## config.mk

```make
export PLATFORM = sky130hd
export DESIGN_NAME = pps_timekeeper
export DESIGN_NICKNAME = d
export VERILOG_FILES = /design/src/rtl/pps_pkg.sv /design/src/rtl/pps_edge_sync.sv /design/src/rtl/pps_timekeeper.sv
export SDC_FILE = /design/constraint.sdc
export NUM_CORES = 1
export LEC_CHECK = 0
export BUFFER_PORTS_ARGS = -buffer_cell sky130_fd_sc_hd__clkbuf_2
export CORE_UTILIZATION = 46
export CTS_CLUSTER_SIZE = 20
export DETAILED_ROUTE_END_ITERATION = 10
export PLACE_DENSITY_LB_ADDON = 0.25
export REMOVE_ABC_BUFFERS = 1
export SLEW_MARGIN = 20
export SYNTH_ARGS = -nofsm -noshare
export SYNTH_HDL_FRONTEND = slang
export SYNTH_HIERARCHICAL = 1
export SYNTH_SLANG_ARGS = --single-unit
```

## constraint.sdc

```tcl
create_clock -name clk_i -period 4.4 [get_ports clk_i]
set_input_delay 0.88 -clock clk_i [delete_from_list [all_inputs] [get_ports clk_i]]
set_output_delay 0.88 -clock clk_i [all_outputs]
set_load 0.02 [all_outputs]
```

## src/rtl/pps_pkg.sv

```systemverilog
// -----------------------------------------------------------------------------
// pps_pkg
// Shared definitions for the PPS timekeeper:
//   - tracking state encoding (also the status readback state field)
//   - readback select codes for the 32-bit dat_o register port
//   - status word field positions and a helper that packs the status word
// -----------------------------------------------------------------------------
package pps_pkg;

   typedef enum logic [1:0] {
      WAIT_FIRST = 2'b00,
      LOCKED     = 2'b01,
      LOST       = 2'b10
   } pps_state_t;

   localparam logic [1:0] SEL_SEC    = 2'd0;
   localparam logic [1:0] SEL_PERIOD = 2'd1;
   localparam logic [1:0] SEL_STATUS = 2'd2;
   localparam logic [1:0] SEL_CYC    = 2'd3;

   localparam int STAT_GLITCH_LSB = 0;
   localparam int STAT_GLITCH_W   = 16;
   localparam int STAT_STATE_LSB  = 16;
   localparam int STAT_STATE_W    = 2;

   // Status word: {14'b0, state[1:0], glitch_cnt[15:0]}
   function automatic logic [31:0] pack_status(input pps_state_t st,
                                               input logic [STAT_GLITCH_W-1:0] glitch);
      logic [31:0] s;
      s = '0;
      s[STAT_STATE_LSB  +: STAT_STATE_W]  = st;
      s[STAT_GLITCH_LSB +: STAT_GLITCH_W] = glitch;
      return s;
   endfunction

endpackage

```

## src/rtl/pps_edge_sync.sv

```systemverilog
// -----------------------------------------------------------------------------
// pps_edge_sync
// Two-flop synchronizer for an asynchronous pulse input followed by a delay
// flop; rise_o is a one-cycle pulse on each synchronized rising edge.
// Ports:
//   clk_i    system clock
//   rst_n_i  synchronous active-low reset (clears all three flops)
//   async_i  asynchronous input level
//   rise_o   combinational rising-edge strobe (sync2 & ~dly)
// -----------------------------------------------------------------------------
module pps_edge_sync
   import pps_pkg::*;
(
   input  logic clk_i,
   input  logic rst_n_i,
   input  logic async_i,
   output logic rise_o
);

   logic sync1;
   logic sync2;
   logic dly;

   always_ff @(posedge clk_i) begin
      if (!rst_n_i) begin
         sync1 <= 1'b0;
         sync2 <= 1'b0;
         dly   <= 1'b0;
      end else begin
         sync1 <= async_i;
         sync2 <= sync1;
         dly   <= sync2;
      end
   end

   assign rise_o = sync2 & ~dly;

endmodule

```

## src/rtl/pps_timekeeper.sv

```systemverilog
// -----------------------------------------------------------------------------
// pps_timekeeper
// Consumes the selected (asynchronous) PPS: synchronizes it, rejects edges
// that arrive too soon after the last accepted one, emits one-cycle second
// ticks, keeps a software-writable seconds counter, measures the period
// between accepted edges and flags loss of PPS.
//
// Optional feature: define PPS_HOLDOVER_EN to build the holdover counter,
// which keeps ticking once per NOMINAL cycles while PPS is lost.
//
// Parameters:
//   NOMINAL     nominal clock cycles per second
//   MIN_PERIOD  edges sooner than this after the last accepted edge are glitches
//   TIMEOUT     cycles without an edge before declaring loss
// Ports:
//   clk_i       system clock (sole domain)
//   rst_n_i     synchronous active-low reset
//   pps_i       selected PPS, asynchronous
//   wr_i/dat_i  load seconds counter (write beats a same-cycle increment)
//   sel_i       readback select: 0 sec, 1 period, 2 status, 3 live cyc_cnt
//   dat_o       combinational readback
//   pps_tick_o  one-cycle second tick (real or holdover)
//   lost_o      high while in LOST
//   sec_o       seconds counter
// -----------------------------------------------------------------------------
module pps_timekeeper
   import pps_pkg::*;
#(
   parameter int unsigned NOMINAL    = 33000000,
   parameter int unsigned MIN_PERIOD = 32000000,
   parameter int unsigned TIMEOUT    = 34000000
) (
   input  logic        clk_i,
   input  logic        rst_n_i,
   input  logic        pps_i,
   input  logic        wr_i,
   input  logic [31:0] dat_i,
   input  logic [1:0]  sel_i,
   output logic [31:0] dat_o,
   output logic        pps_tick_o,
   output logic        lost_o,
   output logic [31:0] sec_o
);

   if (!(MIN_PERIOD < NOMINAL && NOMINAL < TIMEOUT && TIMEOUT < 2*NOMINAL)) begin : g_bad_cfg
      $error("pps_timekeeper: parameters must satisfy MIN_PERIOD < NOMINAL < TIMEOUT < 2*NOMINAL");
   end

   localparam logic [31:0] MIN_M1 = 32'(MIN_PERIOD - 1);
   localparam logic [31:0] TO_M1  = 32'(TIMEOUT - 1);

   pps_state_t  state;
   logic [31:0] cyc_cnt;
   logic [31:0] period;
   logic [15:0] glitch_cnt;
   logic [31:0] sec;
   logic        tick;
   logic        lost;

   logic        rise;
   logic        accept;   // edge taken as a real second
   logic        glitch;   // edge rejected as too early
   logic        timeout;  // LOCKED with no edge for TIMEOUT cycles
   logic        synth;    // holdover tick
   logic        advance;  // any tick this cycle

   pps_edge_sync u_sync (
      .clk_i   (clk_i),
      .rst_n_i (rst_n_i),
      .async_i (pps_i),
      .rise_o  (rise)
   );

`ifdef PPS_HOLDOVER_EN
   // hold_cnt is preloaded with TIMEOUT-NOMINAL at loss so that its wrap to
   // zero lines up with whole seconds after the last real edge.
   localparam logic [31:0] NOM_M1    = 32'(NOMINAL - 1);
   localparam logic [31:0] HOLD_INIT = 32'(TIMEOUT - NOMINAL);

   logic [31:0] hold_cnt;

   always_ff @(posedge clk_i) begin
      if (!rst_n_i) begin
         hold_cnt <= '0;
      end else if (timeout) begin
         hold_cnt <= HOLD_INIT;
      end else if (state == LOST) begin
         hold_cnt <= synth ? 32'd0 : hold_cnt + 32'd1;
      end
   end

   // A real edge in LOST takes priority over a coincident holdover tick.
   assign synth = !rise && (state == LOST) && (hold_cnt == NOM_M1);
`else
   assign synth = 1'b0;
`endif

   // WAIT_FIRST and LOST take any edge; LOCKED applies the glitch window.
   // The edge beats the timeout when both land on the same cycle.
   always_comb begin
      accept  = 1'b0;
      glitch  = 1'b0;
      timeout = 1'b0;
      if (rise) begin
         if (state == LOCKED && cyc_cnt < MIN_M1) glitch = 1'b1;
         else                                     accept = 1'b1;
      end else if (state == LOCKED && cyc_cnt == TO_M1) begin
         timeout = 1'b1;
      end
   end

   assign advance = accept | synth;

   always_ff @(posedge clk_i) begin
      if (!rst_n_i) begin
         state      <= WAIT_FIRST;
         cyc_cnt    <= '0;
         period     <= '0;
         glitch_cnt <= '0;
         sec        <= '0;
         tick       <= 1'b0;
         lost       <= 1'b0;
      end else begin
         tick <= advance;

         if (advance)                 cyc_cnt <= '0;
         else if (cyc_cnt != '1)      cyc_cnt <= cyc_cnt + 32'd1;

         // Software write wins over the tick increment; the tick still fires.
         if (wr_i)                    sec <= dat_i;
         else if (advance)            sec <= sec + 32'd1;

         if (glitch && glitch_cnt != '1) glitch_cnt <= glitch_cnt + 16'd1;

         // Period is only meaningful between two edges seen while locked.
         if (accept && state == LOCKED) period <= cyc_cnt + 32'd1;

         case (state)
            WAIT_FIRST: begin
               if (accept) state <= LOCKED;
            end
            LOCKED: begin
               if (timeout) begin
                  state <= LOST;
                  lost  <= 1'b1;
               end
            end
            LOST: begin
               if (accept) begin
                  state <= LOCKED;
                  lost  <= 1'b0;
               end
            end
            default: begin
               state <= WAIT_FIRST;
               lost  <= 1'b0;
            end
         endcase
      end
   end

   always_comb begin
      dat_o = '0;
      case (sel_i)
         SEL_SEC:    dat_o = sec;
         SEL_PERIOD: dat_o = period;
         SEL_STATUS: dat_o = pack_status(state, glitch_cnt);
         SEL_CYC:    dat_o = cyc_cnt;
         default:    dat_o = '0;
      endcase
   end

   assign pps_tick_o = tick;
   assign lost_o     = lost;
   assign sec_o      = sec;

endmodule

```

==> results of run 1 <==
==> where the power goes <==
| group | switching, mW | leakage (nW) | internal, mW |
|---|---|---|---|
| logic | 0.141 | 1.49 | 0.0896 |
| clock network | 0.453 | 0.264 | 0.811 |
| registers | 0.0495 | 0.968 | 1.11 |
==> through the flow <==
step	area, sq um	utilization
after CTS	7543	0.5607
after floorplan	6191	-
after global placement	7009	0.5210
after global routing	7545	0.5608
after detailed placement	7009	0.5210
final	7545	0.5608
==> cells in the mapped netlist, types with 6 or more instances <==
| cell | number |
|---|---|
| dfxtp_1 | 119 |
| a21oi_1 | 84 |
| nor2_1 | 55 |
| o21ai_0 | 41 |
| clkbuf_1 | 33 |
| nand2_1 | 33 |
| xor2_1 | 32 |
| nand3_1 | 31 |
| xnor2_1 | 29 |
| a211oi_2 | 27 |
| nand4_1 | 24 |
| mux4_2 | 18 |
| and3_1 | 16 |
| a22o_1 | 14 |
| mux2_2 | 14 |
| and4_1 | 12 |
| nor3_1 | 10 |
| and2_1 | 8 |
| buf_2 | 8 |
| nor4_1 | 8 |
| o2111ai_1 | 8 |
| or3_1 | 8 |
| mux2i_1 | 6 |
| o211ai_1 | 6 |
==> registers in the layout (all words and copies together), names as in the netlist <==
signal / flops
pps_tick_o: 1
lost_o: 1
u_sync/sync2: 1
state: 2
glitch_cnt: 16
sec_o: 32
cyc_cnt: 32
u_sync/dly: 1
u_sync/sync1: 1
period: 32
==> worst min path at each step <==
| stage | cells past startpoint | start | end |
|---|---|---|---|
| 2_1_floorplan | 1 | u_sync/sync1 | u_sync/sync2 |
| 4_1_cts | 1 | u_sync/sync1 | u_sync/sync2 |
| 6_report | 1 | u_sync/sync1 | u_sync/sync2 |
| 3_3_place_gp | 1 | u_sync/sync1 | u_sync/sync2 |
| 5_1_grt | 1 | u_sync/sync1 | u_sync/sync2 |
| 3_5_place_dp | 1 | u_sync/sync1 | u_sync/sync2 |
==> metal layers <==
layer | vias to the layer above | wire length (microns) | GRT usage
li1 | 2786 | - | -
met1 | 2841 | 8480 | 0.3511
met2 | 172 | 8439 | 0.3915
met3 | 30 | 862 | 0.05047
met4 | 0 | 387 | 0.1042
met5 | - | 0 | 0
==> cells by family after synthesis <==
group	after synthesis
compound gates	202
xor+xnor	61
fa+ha+maj	3
buf+inv	58
flops	119
mux	38
simple gates	223
==> critical path, stage by stage <==
cell and delay, ns:
clkbuf_2 0.26, nor2_1 0.76, a22o_1 0.29, clkbuf_2 0.18
==> layout make-up <==
| class | count | area, sq um |
|---|---|---|
| repair buffers | 113 | 590.6 |
| well taps | 176 | 220.2 |
| fillers | 1211 | 5908 |
| multi-input cells | 527 | 3790 |
| clock buffers | 26 | 489.2 |
| clock inverters | 4 | 45.04 |
| inverters | 7 | 27.53 |
| flip-flops and latches | 119 | 2382 |
==> results by group, run 1 <==
Layout
  • Most common library cell in the layout ignoring fill and taps: dfxtp_1
  • Final #Nets: between 800 and 900
  • # diodes: 0
  • Synth-to-layout area growth: 17.27%
  • Commonest non-fill, non-tap cells in the layout: dfxtp_1, clkbuf_2, a21oi_1
  • Fraction of layout cells with a size suffix above 1: 0.2613
  • Final Non-Filler Cells: 972

Timing
  • Final Hold Violating Endpoints: 0
  • Worst-Margin Slew: just over 0.9 ns
  • Min Tclk post-route: 3.260 ns
  • Relative slew margins: 0.3773
  • RSZ-0062 raised after global routing: no
  • Final period util: 0.7410
  • Clock Skew: 0.006668 ns
  • Final slew viol count: 0
  • Final setup fails: 0
  • Post-route setup slack: between 1 and 1.5 ns
  • F_max: 306.7 MHz
  • TNS Setup: 0 ns
  • Hold WS: between 0.4 and 0.5 ns

Global routing
  • Largest net degree at the start of global routing: a little over 60
  • Global route overflow: 0
  • First-pass GRT wire length: around 28000 microns
  • Vias in the first global route: roughly 5200
  • Initial antenna violation count: 0
  • Global Route Usage Sum: 0.2553

Clocking
  • H-tree Lvls: 4
  • Root Buffer: clkbuf_16
  • Total setup buffers inserted after CTS: 0
  • Clock Pin Slew Worst Setup and Hold Paths: around 0.050 ns
  • Clk Latency, worst-skew pair: 0.41 ns
  • Post_cts resized: 0
  • CTS tree: done
  • CTS Buf Count: 17
  • Max clock buf depth: 2
  • Hold_buf cts: 0
  • CTS sink cnt: 119

Placed design
  • Dpl cells: ~940
  • IO buf count: 103
  • Post-place setup slack: approximately 1.1 ns
  • Routability-driven placement congestion ratio: 0.8828
  • Post-DP HPWL: around 13000 microns

Run status
  • Outcome: complete, no violations

Detailed routing
  • DR iter-0 viols: 515
  • Post-route DRC: 0
  • Drt first pass iters: 5
  • Wire per inst: ~19 microns
  • ANT nets after route: 0
  • Routed via count: roughly 5800
  • Vias/cell: 5.997
  • Post-Route WL: 18170 microns

Logic synthesis
  • Post-synth EDFFs: 0
  • Synth cell types: 54
  • Register area share after synthesis: 0.3703
  • Adder-cell share of the synthesized area: 0.005834
  • Synth Flop Type: dfxtp_1
  • Mapped Cells: 704
  • Area leader, netlist: dfxtp_1
  • Synth Cell Area: 6434 sq um
  • Xor and xnor area share after synthesis: 0.08304
  • Compound-Gate Fraction of Synth Area: 0.2163
  • Synth Area per Inst: 9.139 sq um
  • Post-synthesis simple-gate area fraction: 0.1859
  • Flop and latch count out of synthesis: 119
  • Synth async-reset ratio: 0
  • Synth area leaders: dfxtp_1, a21oi_1, mux4_2, a211oi_2, xor2_1
  • Multiplexer area fraction after synthesis: 0.09685
  • Combinational family with the most area after synthesis: compound AO/OA/AOI/OAI gates
  • Yosys top cell area share: 0.3703
  • Warnings from Yosys: 6

Die
  • Die Ht: around 120 microns
  • Die Area: about 14000 sq um
  • Core ar.: 13450 sq um
  • Row count: 42
  • Initial Utilization: 0.4782
  • Die X: 120.3 microns
  • IO Pins: between 100 and 150

Setup path
  • Max FO, Critical Path: 19
  • CP Class: input port to primary output
  • Critical Path Start: sel_i[0]
  • Startpoint Class: input port
  • Reg-to-reg startpoint: cyc_cnt[0]
  • Cells on worst reg2reg path: 8
  • WP data required: 3.52 ns
  • Crit path capture type: primary output
  • CP endpoint: dat_o[18]
  • WP data arrival: 2.38 ns
  • Worst R2R Setup Slack: roughly 1.3 ns
  • Reg2reg end: period[21]

Job
  • Maxcap violations: 0

Min path
  • Worst Hold Class: flip-flop to flip-flop

Power
  • Power, Total: approximately 2.7 mW
  • Leakage Power: 2.722 nW
  • P per Cell Area: 351.5 nW/um^2
  • Peak supply drop: around 290 uV
No activity file was read; power rests on OpenSTA's default activity.
==> run 2: changes to the inputs <==
- clock period: 4.4 -> 3.4 ns (I/O delays scaled with it)
==> results by group, run 2 (synthesis results as in run 1) <==
Die
  • Die Area: 14460 sq um (unchanged)
  • Row count: 42 (unchanged)
  • Die Ht: 120.3 microns (unchanged)
  • Core ar.: 13450 sq um (unchanged)
  • IO Pins: 104 (unchanged)
  • Initial Utilization: 0.4782 (unchanged)
  • Die X: 120.3 microns (unchanged)

Layout
  • # fillers: 1202 (-0.74%)
  • Area of the multi-input gates: 3790 sq um (unchanged)
  • FF/Latch Area: 2382 sq um (unchanged)
  • Synth-to-layout area growth: 19.37%
  • Final #Nets: 829 (+0.36%)
  • Design area: 7680 sq um (+1.8%)
  • Final Non-Filler Cells: 975 (+0.31%)
  • Most common library cell in the layout ignoring fill and taps: dfxtp_1
  • Commonest non-fill, non-tap cells in the layout: dfxtp_1, clkbuf_2, a21oi_1
  • Fin util: 0.5709 (+0.01004)
  • # diodes: 0 (unchanged)
  • Fraction of layout cells with a size suffix above 1: 0.2703 (+0.009031)

Setup path
  • WP data arrival: 3.30 ns (+0.92 ns)
  • Crit path largest cell delay: 0.57 ns (-0.19 ns)
  • Critical Path Start: cyc_cnt[0]
  • Max FO, Critical Path: 64 (+45)
  • Critical-path cell list: ha_1, nand3_1, or4_4, a21bo_1, a21oi_4, buf_12, nor2_1, a211oi_2
  • Cells on worst reg2reg path: 8 (unchanged)
  • Critical path's top delay family: compound AO/OA/AOI/OAI gates
  • CP bufs+invs: 1 (-1)
  • CP max stage cell: or4_4
  • CP Class: flip-flop to flip-flop
  • WP data required: 3.73 ns (+0.21 ns)
  • Crit path capture type: flip-flop
  • Reg-to-reg startpoint: cyc_cnt[0]
  • Startpoint Class: flip-flop
  • Reg2reg end: period[13]
  • Worst R2R Setup Slack: 0.44 ns (-0.88 ns)

Clocking
  • CTS tree: done
  • Clk Latency, worst-skew pair: 0.42 ns (about the same)
  • Clock Pin Slew Worst Setup and Hold Paths: 0.05 ns (about the same)
  • Total setup buffers inserted after CTS: 0 (unchanged)
  • H-tree Lvls: 4 (unchanged)
  • CTS sink cnt: 119 (unchanged)
  • Post_cts resized: 0 (unchanged)
  • Hold_buf cts: 0 (unchanged)
  • CTS Buf Count: 17 (unchanged)
  • Root Buffer: clkbuf_16
  • Max clock buf depth: 2 (unchanged)

Detailed routing
  • DR iter-0 viols: 585 (+14%)
  • Wire per inst: 18.37 microns (-1.7%)
  • Drt first pass iters: 7 (+2)
  • Vias/cell: 5.987 (-0.17%)
  • ANT nets after route: 0 (unchanged)
  • Post-Route WL: 17910 microns (-1.4%)
  • Routed via count: 5837 (+0.14%)
  • Post-route DRC: 0 (unchanged)

Power
  • Leakage Power: 2.782 nW (+2.2%)
  • P per Cell Area: 477.0 nW/um^2 (+36%)
  • Peak supply drop: 370.6 uV (+27%)
  • Power, Total: 3.663 mW (+38%)

Timing
  • Post-route setup slack: 0.4379 ns (-0.7018 ns)
  • Final slew viol count: 0 (unchanged)
  • Clock Skew: 0.006053 ns (-0.0006151 ns)
  • Final period util: 0.8712
  • Final setup fails: 0 (unchanged)
  • Hold WS: 0.4242 ns (+0.001794 ns)
  • Relative slew margins: 0.3982 (+0.02091)
  • RSZ-0062 raised after global routing: no
  • F_max: 337.6 MHz
  • TNS Setup: 0 ns (unchanged)
  • Worst-Margin Slew: 0.8994 ns (-0.03469 ns)
  • Min Tclk post-route: a little under 3 ns
  • Final Hold Violating Endpoints: 0 (unchanged)

Placed design
  • Routability-driven placement congestion ratio: 0.9089 (+3.0%)
  • Dpl cells: 945 (+0.32%)
  • Placed cell areas: 7069 sq um (+0.86%)
  • Post-place setup slack: 0.5185 ns (-0.6209 ns)
  • Post-DP HPWL: 12510 microns (-2.8%)
  • IO buf count: 103 (unchanged)

Min path
  • Worst Hold Class: flip-flop to flip-flop
  • Hold endpoint: u_sync/sync2
  • Hold Path Depth: 1 (unchanged)
  • Hold path start: u_sync/sync1

Global routing
  • Global Route Usage Sum: 0.2540 (-0.001303)
  • Largest net degree at the start of global routing: 65 (+4.8%)
  • Global route overflow: 0 (unchanged)
  • Initial antenna violation count: 0 (unchanged)
  • First-pass GRT wire length: 28440 microns (-0.20%)
  • Vias in the first global route: 5399 (+3.0%)

Run status
  • Outcome: complete, no violations

Job
  • Maxcap violations: 0 (unchanged)
[run 2: cell type report]
cell class | count | area share
clock buffer | 21 | 0.05995
clock inverter | 9 | 0.01955
inverter | 7 | 0.003421
multi-input combinational | 527 | 0.4935
sequential | 119 | 0.3102
tap | 176 | 0.02867
timing repair buffer | 116 | 0.08472
[run 2: worst max path at each step]
stage,depth (start not counted),end
after global routing,8,period[3]
after floorplan,7,period[10]
after detailed placement,8,period[13]
after global placement,8,period[3]
final,8,period[13]
after CTS,8,period[13]
[run 2: routing by layer]
layer,GRT usage,share of wire,wire length [microns]
met5,0,0,0
met4,0.1080,0.022,387
met3,0.05142,0.057,1019
met2,0.3940,0.47,8390
met1,0.3428,0.45,8112
[run 2: power by group]
part / total [mW] / leakage [nW] / switching, mW / internal, mW
registers: 1.49 / 0.968 / 0.0607 / 1.43
clock network: 1.86 / 0.295 / 0.611 / 1.25
logic: 0.309 / 1.52 / 0.188 / 0.121
